### src/rtl/demux1t8_32_buf_pkg.sv
// Shared constants and helpers for the 1-to-8 buffered demultiplexer.
// The slot count and select width are fixed by the eight output ports.
package demux1t8_32_buf_pkg;

    localparam int NCH       = 8;
    localparam int SEL_W     = 3;
    localparam int DEF_WIDTH = 32;

    // One-hot decode of a slot index, gated by an enable.
    function automatic logic [NCH-1:0] slot_onehot(input logic [SEL_W-1:0] idx,
                                                   input logic             en);
        logic [NCH-1:0] res;
        res = '0;
        if (en) begin
            res[idx] = 1'b1;
        end
        return res;
    endfunction

endpackage

### src/rtl/demux1t8_32_buf_slot.sv
// One output slot: a data register plus valid flag.
// A write in the same cycle as an ack takes priority, so the slot refills without a bubble.
module demux_slot
    import demux1t8_32_buf_pkg::*;
#(
    parameter int WIDTH = DEF_WIDTH
) (
    input  logic             clk,
    input  logic             rstn,
    input  logic             wr_en,
    input  logic [WIDTH-1:0] wr_data,
    input  logic             ack,
    output logic [WIDTH-1:0] data,
    output logic             vld
);

    always_ff @(posedge clk) begin
        if (!rstn) begin
            data <= '0;
            vld  <= 1'b0;
        end else if (wr_en) begin
            data <= wr_data;
            vld  <= 1'b1;
        end else if (ack) begin
            vld  <= 1'b0;
        end
    end

endmodule

### src/rtl/demux1t8_32_buf.sv
// Routes one producer word into one of eight registered slots, chosen explicitly or
// by a round-robin pointer, with per-slot backpressure from the consumers' acks.
module demux1t8_32_buf
    import demux1t8_32_buf_pkg::*;
#(
    parameter int WIDTH = DEF_WIDTH
) (
    input  logic             clk,
    input  logic             rstn,
    input  logic             auto,
    input  logic [2:0]       s,
    input  logic [WIDTH-1:0] din,
    input  logic             in_valid,
    output logic             in_ready,
    input  logic [7:0]       ack,
    output logic [WIDTH-1:0] o0,
    output logic [WIDTH-1:0] o1,
    output logic [WIDTH-1:0] o2,
    output logic [WIDTH-1:0] o3,
    output logic [WIDTH-1:0] o4,
    output logic [WIDTH-1:0] o5,
    output logic [WIDTH-1:0] o6,
    output logic [WIDTH-1:0] o7,
    output logic [7:0]       o_vld,
    output logic [2:0]       ptr
);

    logic [SEL_W-1:0] sel;
    logic             acc;
    logic [NCH-1:0]   wr_en;
    logic [WIDTH-1:0] slot_data [NCH];
    logic [NCH-1:0]   slot_vld;

    // An acked slot is treated as empty so it can take a new word this cycle.
    always_comb begin
        sel      = auto ? ptr : s;
        in_ready = ~slot_vld[sel] | ack[sel];
        acc      = in_valid & in_ready;
        wr_en    = slot_onehot(sel, acc);
    end

    always_ff @(posedge clk) begin
        if (!rstn) begin
            ptr <= '0;
        end else if (auto && acc) begin
            ptr <= ptr + 3'd1;
        end
    end

    for (genvar k = 0; k < NCH; k++) begin : g_slot
        demux_slot #(
            .WIDTH (WIDTH)
        ) u_slot (
            .clk     (clk),
            .rstn    (rstn),
            .wr_en   (wr_en[k]),
            .wr_data (din),
            .ack     (ack[k]),
            .data    (slot_data[k]),
            .vld     (slot_vld[k])
        );
    end

    assign o0    = slot_data[0];
    assign o1    = slot_data[1];
    assign o2    = slot_data[2];
    assign o3    = slot_data[3];
    assign o4    = slot_data[4];
    assign o5    = slot_data[5];
    assign o6    = slot_data[6];
    assign o7    = slot_data[7];
    assign o_vld = slot_vld;

endmodule

### config.mk
export PLATFORM = sky130hd
export DESIGN_NAME = demux1t8_32_buf
export DESIGN_NICKNAME = d
export VERILOG_FILES = /design/src/rtl/demux1t8_32_buf_pkg.sv /design/src/rtl/demux1t8_32_buf_slot.sv /design/src/rtl/demux1t8_32_buf.sv
export SDC_FILE = /design/constraint.sdc
export NUM_CORES = 1
export LEC_CHECK = 0
export CORE_ASPECT_RATIO = 0.9
export CORE_MARGIN = 4
export CORE_UTILIZATION = 40
export CTS_CLUSTER_DIAMETER = 50
export DETAILED_ROUTE_END_ITERATION = 10
export PLACE_DENSITY_LB_ADDON = 0.05
export SLEW_MARGIN = 20
export SYNTH_ARGS = -nofsm -noshare
export SYNTH_HDL_FRONTEND = slang
export SYNTH_SLANG_ARGS = --single-unit
### constraint.sdc
create_clock -name clk -period 4.24 [get_ports clk]
set_input_delay 1.272 -clock clk [delete_from_list [all_inputs] [get_ports clk]]
set_output_delay 1.272 -clock clk [all_outputs]
set_load 0.05 [all_outputs]
### Word-level counts from Yosys, hierarchy flattened

Index checks and enable logic that the tools add are counted.
Widths: inputs -> output; s select.

* flip-flop bits (word level): 267
* input bits: 47
* output and inout port bits: 268
* word-level logic and storage cells: 57

* $add $sub $neg: 1
* $lt $le $gt $ge: 2
* multiplexer cells: 24
* bitwise logic cells: 3
* reductions and logical operators: 10

Operators by type and width (count)
* $mux 1: 19
* $reduce_bool 2->1: 8
* $mux 8: 1
* $bmux 1 s3: 2
* $lt 3x4->1 const B: 1
* $add 3x1->3 const B: 1
* $demux 1 s3: 1
* $ge 3x1->1 const B: 1
* $mux 3: 1
* $logic_and 1x1->1: 2
* $and 1x1->1: 1
* $not 1->1: 1
* $or 1x1->1: 1

### Depth between registers and ports, before layout

Gate-level depths: netlist of the first run.

* depth after elaboration: 8
* mapped depth: 12
* depth with buffers taken out: 7

### Hierarchy

A second synthesis of the first run with hierarchy kept.

* cell total of the unflattened synthesis: 898
* area, all modules: 10649.0 µm²

Modules (own cells, without submodules)
* demux_slot: times used 8, cells an instance 106, area an instance 1277.5 µm², sequential area each 660.6 µm²
* demux1t8_32_buf: times used 1, cells an instance 50, area an instance 429.2 µm², sequential area each 60.1 µm²

### Worst setup path after synthesis of the first run

Ideal clock, no wire load.

* kind: in2out
* from: input port auto
* to: output port in_ready
* arrival: 3.009 ns
* required time: 2.968 ns
* setup slack: -0.041 ns
* stages on the path: 8
* path buffers: 2
* path through: buf_6 mux2i_4 mux4_2 nand2b_2 a21oi_4 and2_4 buf_6 inv_1

* word-level cells in the longest chain between the ends: 5
* elaborated cells between the ends (all ways): 7
* those cells by class: mux (5); bitwise (2)

RTL lines
* from (decl): RTL line demux1t8_32_buf.sv:10 `input logic auto,`
* $mux 3 *: RTL line demux1t8_32_buf.sv:36 `sel = auto ? ptr : s;`
* $bmux 1 s3: RTL line demux1t8_32_buf.sv:37 `in_ready = ~slot_vld[sel] | ack[sel];`
* $mux 1 (implied by the code): RTL line demux1t8_32_buf.sv:37
* $not 1->1: RTL line demux1t8_32_buf.sv:37
* $or 1x1->1 *: RTL line demux1t8_32_buf.sv:37
* to (decl): RTL line demux1t8_32_buf.sv:14 `output logic in_ready,`

Every way passes the cells marked *; elsewhere a longest branch is shown, timed or not. The select of a mux whose other input is x is not followed.

### Final worst setup path of the first run

Ends and elaborated chain as after synthesis.

==> impl_metrics.json, run 1 <==
{
  "antenna_found_initial": 1,
  "vias_per_cell": 4.69,
  "cts.path.max_buffers": 3,
  "drcViolationCount": 0,
  "path_class": "input pin to primary output",
  "routed_wl_mm": 29.8,
  "cts.sinks": 267,
  "vias": 7669,
  "ctsHoldBuffers": 0,
  "design_area_mm2": 0.0151,
  "die_area_mm2": 0.0287,
  "fin_util_pct": 59.5,
  "rows": 55,
  "crit_required_ns": 2.97,
  "routedWlPerCell_um": 18.2,
  "die_w_um": 178,
  "seq_power_share_pct": 43.1,
  "synth_area_per_cell_um2": 10.9,
  "synthAdderAreaFrac_pct": 0.120,
  "cts_buffers": 30,
  "crit_fanout": 6,
  "grt_overflow": 0,
  "finalSetupViolCount": 0,
  "leakage_uw": 0.00507,
  "synth_top_cell_by_area": "dfxtp_1",
  "grt_pass1_vias": 7568,
  "final_common_cell": "clkdlybuf4s50_1",
  "clkLatencyLatePin_ns": 0.55,
  "pwr-share-clk_pct": 45.0,
  "synth_top_family_by_area": "multiplexers",
  "core-area_mm2": 0.0254,
  "cp-start-kind": "input pin",
  "worst_ir_drop_vdd_mv": 0.278,
  "swShare_pct": 25.5,
  "path_clk_slew_ns": 0.06,
  "stdcell_count": 1634,
  "cp.arrival_ns": 2.82,
  "synth-simple-area-share_pct": 16.0,
  "yosysUniqueCellTypes": 42,
  "place_area_mm2": 0.0140,
  "layout-drive-gt1-share_pct": 8.82,
  "power.density_mw_per_mm2": 400,
  "grt_max_degree": 91,
  "fin_crit_sh_pct": 96.6,
  "power.internal_uw": 4510,
  "ant_nets": 0,
  "synth_compound_area_share_pct": 2.46,
  "rsz0062_at_grt": "no",
  "die_h_um": 161,
  "synth_top_area_share_pct": 51.2,
  "maxCapViolCount": 0,
  "ios": 315,
  "fin_skew_ns": 0.0115,
  "cts_tree": "built",
  "dp_cells": 1578,
  "post_synth_xor_area_fraction_pct": 0.168,
  "drt_iter0_markers": 381,
  "place.gp.congestion": 0.797,
  "grt.total_usage_pct": 20.1,
  "final_cell_mix": "clkdlybuf4s50_1 (308), dfxtp_1 (267), mux2i_1 (261)",
  "syn_nets": 1004,
  "synth_edf_count": 0,
  "hold_violations": 0,
  "synth_cells": 956,
  "hold_path_class": "register to register",
  "yosys-top-cells-area": "dfxtp_1 (51%), mux2i_1 (25%), nor2b_1 (8.2%), nand2_1 (6.0%), buf_6 (1.4%)",
  "max_freq_mhz": 244,
  "slew_headroom_pct": 58.0,
  "antenna_cells": 0,
  "status": "finished clean",
  "worstMarginPinSlew_ns": 0.628,
  "initial_core_util_pct": 41.1,
  "muxShareOfSynthArea_pct": 25.6,
  "ys_async_sr_fraction_pct": 0,
  "end_kind": "primary output",
  "synthToLayoutAreaGrowth_pct": 44.8,
  "ys.flop_type": "dfxtp_1",
  "netlist_area_mm2": 0.0104,
  "hpwl_mm": 21.1,
  "clockRootBuffer": "clkbuf_16",
  "p_switching_uw": 1540,
  "num-nets-final": 1316,
  "port_buffers": 314,
  "grt_pass1_wl_mm": 45.9,
  "seq_area_frac_synth_pct": 51.2,
  "yosys_warnings": 0,
  "slew_viol_final": 0,
  "first_pass_iters": 4,
  "ys_seq_elements": 267,
  "fill_cells": 2191,
  "pwr-share-comb_pct": 11.9,
  "htreeDepth": 1,
  "period_needed_ns": 4.09
}
[Yosys cell counts, types with 2 or more instances]
cell type,number
dfxtp_1,267
mux2i_1,261
nand2_1,167
nor2b_1,136
clkbuf_1,33
buf_4,17
buf_6,13
o21a_1,8
o211ai_1,4
a211oi_4,3
buf_2,3
buf_8,3
inv_1,3
nor3_4,3
nor3b_2,3
and2_1,2
nand3_1,2
nor2_1,2
nor2_2,2
o21ai_0,2
[state kept, by name, indices dropped and copies added, names as in the netlist]
| name | flops |
|---|---|
| ptr | 3 |
| g_slot.u_slot.data | 256 |
| g_slot.u_slot.vld | 8 |
[metal layers]
metal	share of wire [%]	global-route usage [%]	up-vias
met3	8.8	7.44	48
met5	0.040	0	-
li1	-	-	3821
met2	44	30.7	217
met1	45	27.1	3581
met4	2.4	4.67	2
[path summary, 6_finish.rpt]
kind,start,to,slack (ns),cells past startpoint
worst max-delay path,auto,in_ready,0.15,10
worst min-delay path,g_slot[1].u_slot.data[16]$_SDFFE_PN0P_,g_slot[1].u_slot.data[16]$_SDFFE_PN0P_,0.45,2
worst max register to register,ptr[1]$_SDFFE_PN0P_,g_slot[2].u_slot.data[2]$_SDFFE_PN0P_,1.71,9
worst min register to register,g_slot[1].u_slot.data[16]$_SDFFE_PN0P_,g_slot[1].u_slot.data[16]$_SDFFE_PN0P_,0.45,2
[power by group through the flow]
stage                     Combinational, µW  Sequential [µW]  Clock [µW]
after floorplan                         249             2860           0
after global placement                  724             2660           0
after detailed placement                726             2660           0
after CTS                               729             2600        2790
after global routing                    760             2610        2890
final                                   720             2600        2720
[layout make-up]
cell class                 count  area, µm²  area share, %
sequential                   267       5350           35.4
timing repair buffer         349       3590           23.8
multi-input combinational    617       4660           30.9
clock buffer                  39        855           5.65
clock inverter                17        216           1.43
inverter                       3       15.0         0.0994
tap                          342        428           2.83
[cells by family (layout without fill, tap and decap cells)]
logic type,count (synthesis),count (layout)
AND/OR/NAND/NOR,324,324
flip-flops,267,267
multiplexers,264,264
buffers and inverters,72,408
AO/OA/AOI/OAI,26,26
XOR/XNOR,2,2
adder cells (fa/ha/maj),1,1
[worst max-delay path, stage by stage]
cell and delay (ns):
buf_2 0.13, buf_6 0.14, buf_4 0.16, and3b_2 0.24, o211ai_1 0.18, o211ai_1 0.15, a21oi_4 0.14, and2_4 0.17
clkinvlp_4 0.09, buf_12 0.15
[stage by stage]
stage | hold WS [ns] | total power [µW] | worst slack (ns) | setup TNS (ns)
3_3_place_gp | 0.440 | 3380 | -0.282 | -0.282
5_1_grt | 0.466 | 6260 | 0.0484 | 0
4_1_cts | 0.457 | 6130 | 0.0442 | 0
6_report | 0.453 | 6050 | 0.146 | 0
2_1_floorplan | 0.562 | 3110 | 0.000843 | 0
3_5_place_dp | 0.446 | 3390 | -0.299 | -0.299
[timing repair]
item | 4_1_cts | 5_1_grt
pin swaps | 0 | 1
resized for setup | 9 | 1
endpoints found under the setup margin | 1 | 1
buffers inserted | 0 | 0
(Power assumes the default switching activity.)
==> run 2, diff against run 1 <==
CTS_CLUSTER_DIAMETER = 40   (was 50)
==> run 2 against run 1 <==
Clock skew up 0.0016 ns. Total power rose by 12%. Routed wire length up 0.41%. Hold slack worse by 0.00094 ns. Clock-buffer cell count increased by 13. Sequential power hardly changed. Critical path depth is the same. Cell area up 2.4%. Critical path type unchanged. Non-clock buffer count stayed put.
==> impl_metrics.json, run 2 (same netlist as run 1, synthesis figures left out) <==
{
  "worst_ir_drop_vdd_mv": 0.394,
  "ant_nets": 0,
  "status": "finished clean",
  "drt_iter0_markers": 335,
  "cp_num_cells": 10,
  "cts.path.max_buffers": 3,
  "grt_pass1_wl_mm": 46.0,
  "first_pass_iters": 4,
  "r2r_start": "ptr[1]$_SDFFE_PN0P_",
  "top_regs": "g_slot.u_slot.data x256, g_slot.u_slot.vld x8, ptr x3",
  "cp-start-kind": "input pin",
  "stdcell_count": 1647,
  "path_class": "input pin to primary output",
  "grt_pass1_vias": 7619,
  "largest_reg_flops": 256,
  "max_freq_mhz": 244,
  "layout-drive-gt1-share_pct": 9.73,
  "die_h_um": 161,
  "critPathSlowestCell": "and3b_2",
  "initial_core_util_pct": 41.1,
  "rsz0062_at_grt": "no",
  "power.density_mw_per_mm2": 439,
  "hold_violations": 0,
  "hpwl_mm": 21.1,
  "critPathMaxStageDelay_ns": 0.24,
  "ios": 315,
  "die_w_um": 178,
  "vias_per_cell": 4.69,
  "vias": 7718,
  "crit_fanout": 6,
  "synthToLayoutAreaGrowth_pct": 48.2,
  "fin_setup_tns_ns": 0,
  "drcViolationCount": 0,
  "grt.total_usage_pct": 20.2,
  "grt_overflow": 0,
  "largest-register": "g_slot.u_slot.data",
  "cts_buffers": 39,
  "antenna_found_initial": 1,
  "multiInputGateArea_mm2": 0.00466,
  "hp-start": "g_slot[5].u_slot.data[5]$_SDFFE_PN0P_",
  "slew_headroom_pct": 58.5,
  "worstMarginPinSlew_ns": 0.620,
  "maxCapViolCount": 0,
  "crit_family": "buffers and inverters",
  "cp.arrival_ns": 2.82,
  "ctsHoldBuffers": 0,
  "fill_cells": 2143,
  "port_buffers": 314,
  "critPathBufInv": 5,
  "routedWlPerCell_um": 18.2,
  "cts.sinks": 267,
  "die_area_mm2": 0.0287,
  "reg2reg_slack_ns": 1.70,
  "highest_layer": "met5",
  "path_cells": "buf_2 -> buf_6 -> buf_4 -> and3b_2 -> o211ai_1 -> o211ai_1 -> a21oi_4 -> and2_4 -> clkinvlp_4 -> buf_12",
  "postCtsSetupRepairBufs": 0,
  "ff_latch_area_mm2": 0.00535,
  "endpoint": "in_ready",
  "path_clk_slew_ns": 0.05,
  "cpMostUsedCell": "o211ai_1",
  "cts_tree": "built",
  "core-area_mm2": 0.0254,
  "num-nets-final": 1325,
  "clockRootBuffer": "clkbuf_16",
  "routed_wl_mm": 29.9,
  "end_kind": "primary output",
  "fin_crit_sh_pct": 96.6,
  "final_cell_mix": "clkdlybuf4s50_1 (308), dfxtp_1 (267), mux2i_1 (261)",
  "clkLatencyLatePin_ns": 0.50,
  "final_common_cell": "clkdlybuf4s50_1",
  "place.gp.congestion": 0.797,
  "htreeDepth": 2,
  "wl_met2_mm": 12.9,
  "met3_length_mm": 2.88,
  "antenna_cells": 0,
  "reg2reg_to": "g_slot[3].u_slot.data[18]$_SDFFE_PN0P_",
  "period_needed_ns": 4.09,
  "dp_cells": 1578,
  "slew_viol_final": 0,
  "fin_skew_ns": 0.0131,
  "setup.worst_path.start": "auto",
  "wl_met1_mm": 13.5,
  "rows": 55,
  "leakage_uw": 0.00523,
  "finalSetupViolCount": 0,
  "r2r_cells": 9,
  "grt_max_degree": 91,
  "crit_required_ns": 2.97,
  "hold_path_class": "register to register"
}
run 2: cell count changes in the layout (fill, tap and decap cells not counted):
cell,before,now
clkbuf_8,8,12
inv_6,0,2
clkinv_4,4,1
clkinvlp_4,3,5
bufinv_16,4,7
clkinv_2,6,2
clkbuf_16,30,39
run 2: how the worst min path moves through the flow:
stage | end | slack [ns] | depth (start not counted)
after floorplan | g_slot[6].u_slot.vld$_SDFFE_PN0P_ | 0.56 | 2
after global placement | g_slot[0].u_slot.data[21]$_SDFFE_PN0P_ | 0.44 | 2
after detailed placement | g_slot[5].u_slot.data[2]$_SDFFE_PN0P_ | 0.45 | 2
after CTS | g_slot[0].u_slot.data[26]$_SDFFE_PN0P_ | 0.46 | 2
after global routing | g_slot[1].u_slot.data[10]$_SDFFE_PN0P_ | 0.46 | 2
final | g_slot[5].u_slot.data[5]$_SDFFE_PN0P_ | 0.45 | 2
run 2: cell type report:
type / instances / area share, %
multi-input cells: 617 / 30.1
well taps: 342 / 2.77
clock inverters: 17 / 1.89
clock buffers: 52 / 7.34
repair buffers: 349 / 23.2
flip-flops and latches: 267 / 34.6
inverters: 3 / 0.0971
run 2: per-layer routing:
layer | GRT usage [%] | vias to the layer above
met2 | 30.5 | 241
met4 | 4.95 | 2
met5 | 0 | -
li1 | - | 3830
met3 | 8.12 | 47
met1 | 27.1 | 3598
run 2: timing repair:
action	in CTS	in global routing
pin swaps	0	1
resized for setup	9	1
gates cloned	0	0
setup endpoints to repair	1	1
hold endpoints to repair	0	0
run 2: per-stage QoR:
step	total power [µW]	setup slack (ns)	hold WS (ns)	util, %	instance area [µm²]
final	6790	0.145	0.452	60.9	15500
after global routing	7020	0.0484	0.464	60.9	15500
after CTS	6870	0.0442	0.456	60.9	15500
after detailed placement	3390	-0.299	0.446	55.3	14000
after global placement	3380	-0.282	0.440	55.3	14000
after floorplan	3110	0.000843	0.562	-	10500
run 2: where the power goes:
part / internal, µW / switching [µW]
logic: 269 / 451
registers: 2570 / 34.6
clock network: 2310 / 1150
total: 5150 / 1640
run 2: worst reg2reg max path: stages, from the launching register on:
cell	delay, ns
dfxtp_1	0.39
mux2i_4	0.20
mux4_2	0.54
nand2b_2	0.11
a21oi_4	0.06
buf_4	0.19
a211oi_4	0.40
buf_12	0.25
mux2i_1	0.24
nor2b_1	0.06
==> run 3, diff against run 2 <==
CELL_PAD_IN_SITES_DETAIL_PLACEMENT = 0   (was default)
CELL_PAD_IN_SITES_GLOBAL_PLACEMENT = 1   (was default)
CORE_UTILIZATION = 36   (was 40)
==> run 3 against run 2 <==
Die area rose by 11%. Cell area about the same. Global-route usage down 1.1 points. Core utilization shrank 6.2 points. Combinational power rose by 1%. Sequential share of layout area hardly changed. Fmax fell by 1.4%. Critical path depth fell by 2. Critical path type unchanged.
==> impl_metrics.json, run 3 (same netlist as run 1, synthesis figures left out) <==
{
  "leakage_uw": 0.00522,
  "rsz0062_at_grt": "no",
  "die_w_um": 187,
  "grt.total_usage_pct": 19.0,
  "ios": 315,
  "crit_fanout": 5,
  "clkLatencyLatePin_ns": 0.52,
  "cp-start-kind": "input pin",
  "end_kind": "primary output",
  "path_class": "input pin to primary output",
  "initial_core_util_pct": 37.0,
  "routedWlPerCell_um": 18.6,
  "hold_ws_ns": 0.453,
  "hold_path_class": "register to register",
  "htreeDepth": 2,
  "design_area_mm2": 0.0155,
  "cts_tree": "built",
  "max_freq_mhz": 241,
  "cts.path.max_buffers": 3,
  "vias_per_cell": 4.59,
  "fin_setup_tns_ns": 0,
  "port_buffers": 314,
  "ant_nets": 0,
  "hold_violations": 0,
  "grt_overflow": 0,
  "core-area_mm2": 0.0282,
  "power.density_mw_per_mm2": 427,
  "die_area_mm2": 0.0318,
  "p_total_uw": 6590,
  "cts_buffers": 39,
  "worstMarginPinSlew_ns": 0.620,
  "maxCapViolCount": 0,
  "final_common_cell": "clkdlybuf4s50_1",
  "die_h_um": 170,
  "slew_viol_final": 0,
  "pre_cts_ws_ns": -0.324,
  "antenna_found_initial": 0,
  "drcViolationCount": 0,
  "first_pass_iters": 4,
  "layout-drive-gt1-share_pct": 9.72,
  "grt_pass1_vias": 7914,
  "antenna_cells": 0,
  "vias": 7651,
  "num-nets-final": 1324,
  "crit_required_ns": 2.97,
  "slew_headroom_pct": 58.5,
  "path_clk_slew_ns": 0.05,
  "ctsHoldBuffers": 0,
  "fin_crit_sh_pct": 98.0,
  "place.gp.congestion": 0.786,
  "largest-register": "g_slot.u_slot.data",
  "final_cell_mix": "clkdlybuf4s50_1 (308), dfxtp_1 (267), mux2i_1 (260)",
  "hpwl_mm": 21.5,
  "finalSetupViolCount": 0,
  "grt_pass1_wl_mm": 47.9,
  "rows": 58,
  "clockRootBuffer": "clkbuf_16",
  "period_needed_ns": 4.15,
  "largest_reg_flops": 256,
  "cts.sinks": 267,
  "routed_wl_mm": 31.1,
  "drt_iter0_markers": 282,
  "worst_slack_ns": 0.0860,
  "fin_skew_ns": 0.0132,
  "grt_max_degree": 82,
  "status": "finished clean",
  "cp.arrival_ns": 2.88,
  "worst_ir_drop_vdd_mv": 0.256,
  "top_regs": "g_slot.u_slot.data x256, g_slot.u_slot.vld x8, ptr x3",
  "synthToLayoutAreaGrowth_pct": 48.1,
  "place_area_mm2": 0.0141
}
==> run 3: final cells by class <==
class                           instances  area (µm²)
Multi-Input combinational cell        617        4670
Clock buffer                           54        1140
Inverter                                3        15.0
Tap cell                              360         450
Clock inverter                         17         206
Timing Repair Buffer                  348        3630
Sequential cell                       267        5350
Fill cell                            2508       12800
==> run 3: layer usage <==
layer  GRT usage (%)  routed length, µm  vias up
met5               0                  0        -
met4            4.91                597        0
met3            7.53               2740       53
met2            29.8              13700      222
met1            24.8              14000     3550
li1                -                  -     3826
==> run 3: final timing paths <==
kind                                                from  slack (ns)  depth (start not counted)                                     end
setup / recovery                                    auto        0.09                          8                                in_ready
hold reg to reg   g_slot[4].u_slot.data[30]$_SDFFE_PN0P_        0.45                          2  g_slot[4].u_slot.data[30]$_SDFFE_PN0P_
setup reg to reg                     ptr[1]$_SDFFE_PN0P_        1.70                          9  g_slot[3].u_slot.data[20]$_SDFFE_PN0P_
hold / removal    g_slot[4].u_slot.data[30]$_SDFFE_PN0P_        0.45                          2  g_slot[4].u_slot.data[30]$_SDFFE_PN0P_
==> run 3: per-stage QoR <==
stage | util, % | cells
2_1_floorplan | - | 956
3_3_place_gp | 49.9 | 1595
3_5_place_dp | 49.9 | 1595
4_1_cts | 54.7 | 1666
5_1_grt | 54.8 | 1666
6_report | 54.8 | 1666
==> run 3: power breakdown <==
part	total [µW]	switching, µW	internal (µW)	leakage (µW)
clock network	3260	1180	2080	0.000662
registers	2610	34.9	2570	0.00216
logic	728	454	274	0.00240
total	6590	1670	4930	0.00522
==> run 3: critical path, cell delays in order <==
cell and delay [ns]:
clkdlybuf4s15_2 0.27, mux2i_4 0.27, mux4_2 0.54, nand2b_2 0.11, a21oi_4 0.06, and2_4 0.15
clkinvlp_4 0.07, buf_12 0.13
==> run 3: repair_timing <==
item,CTS,global route
setup buffers,0,0
setup endpoints to repair,1,1
resized for setup,6,3
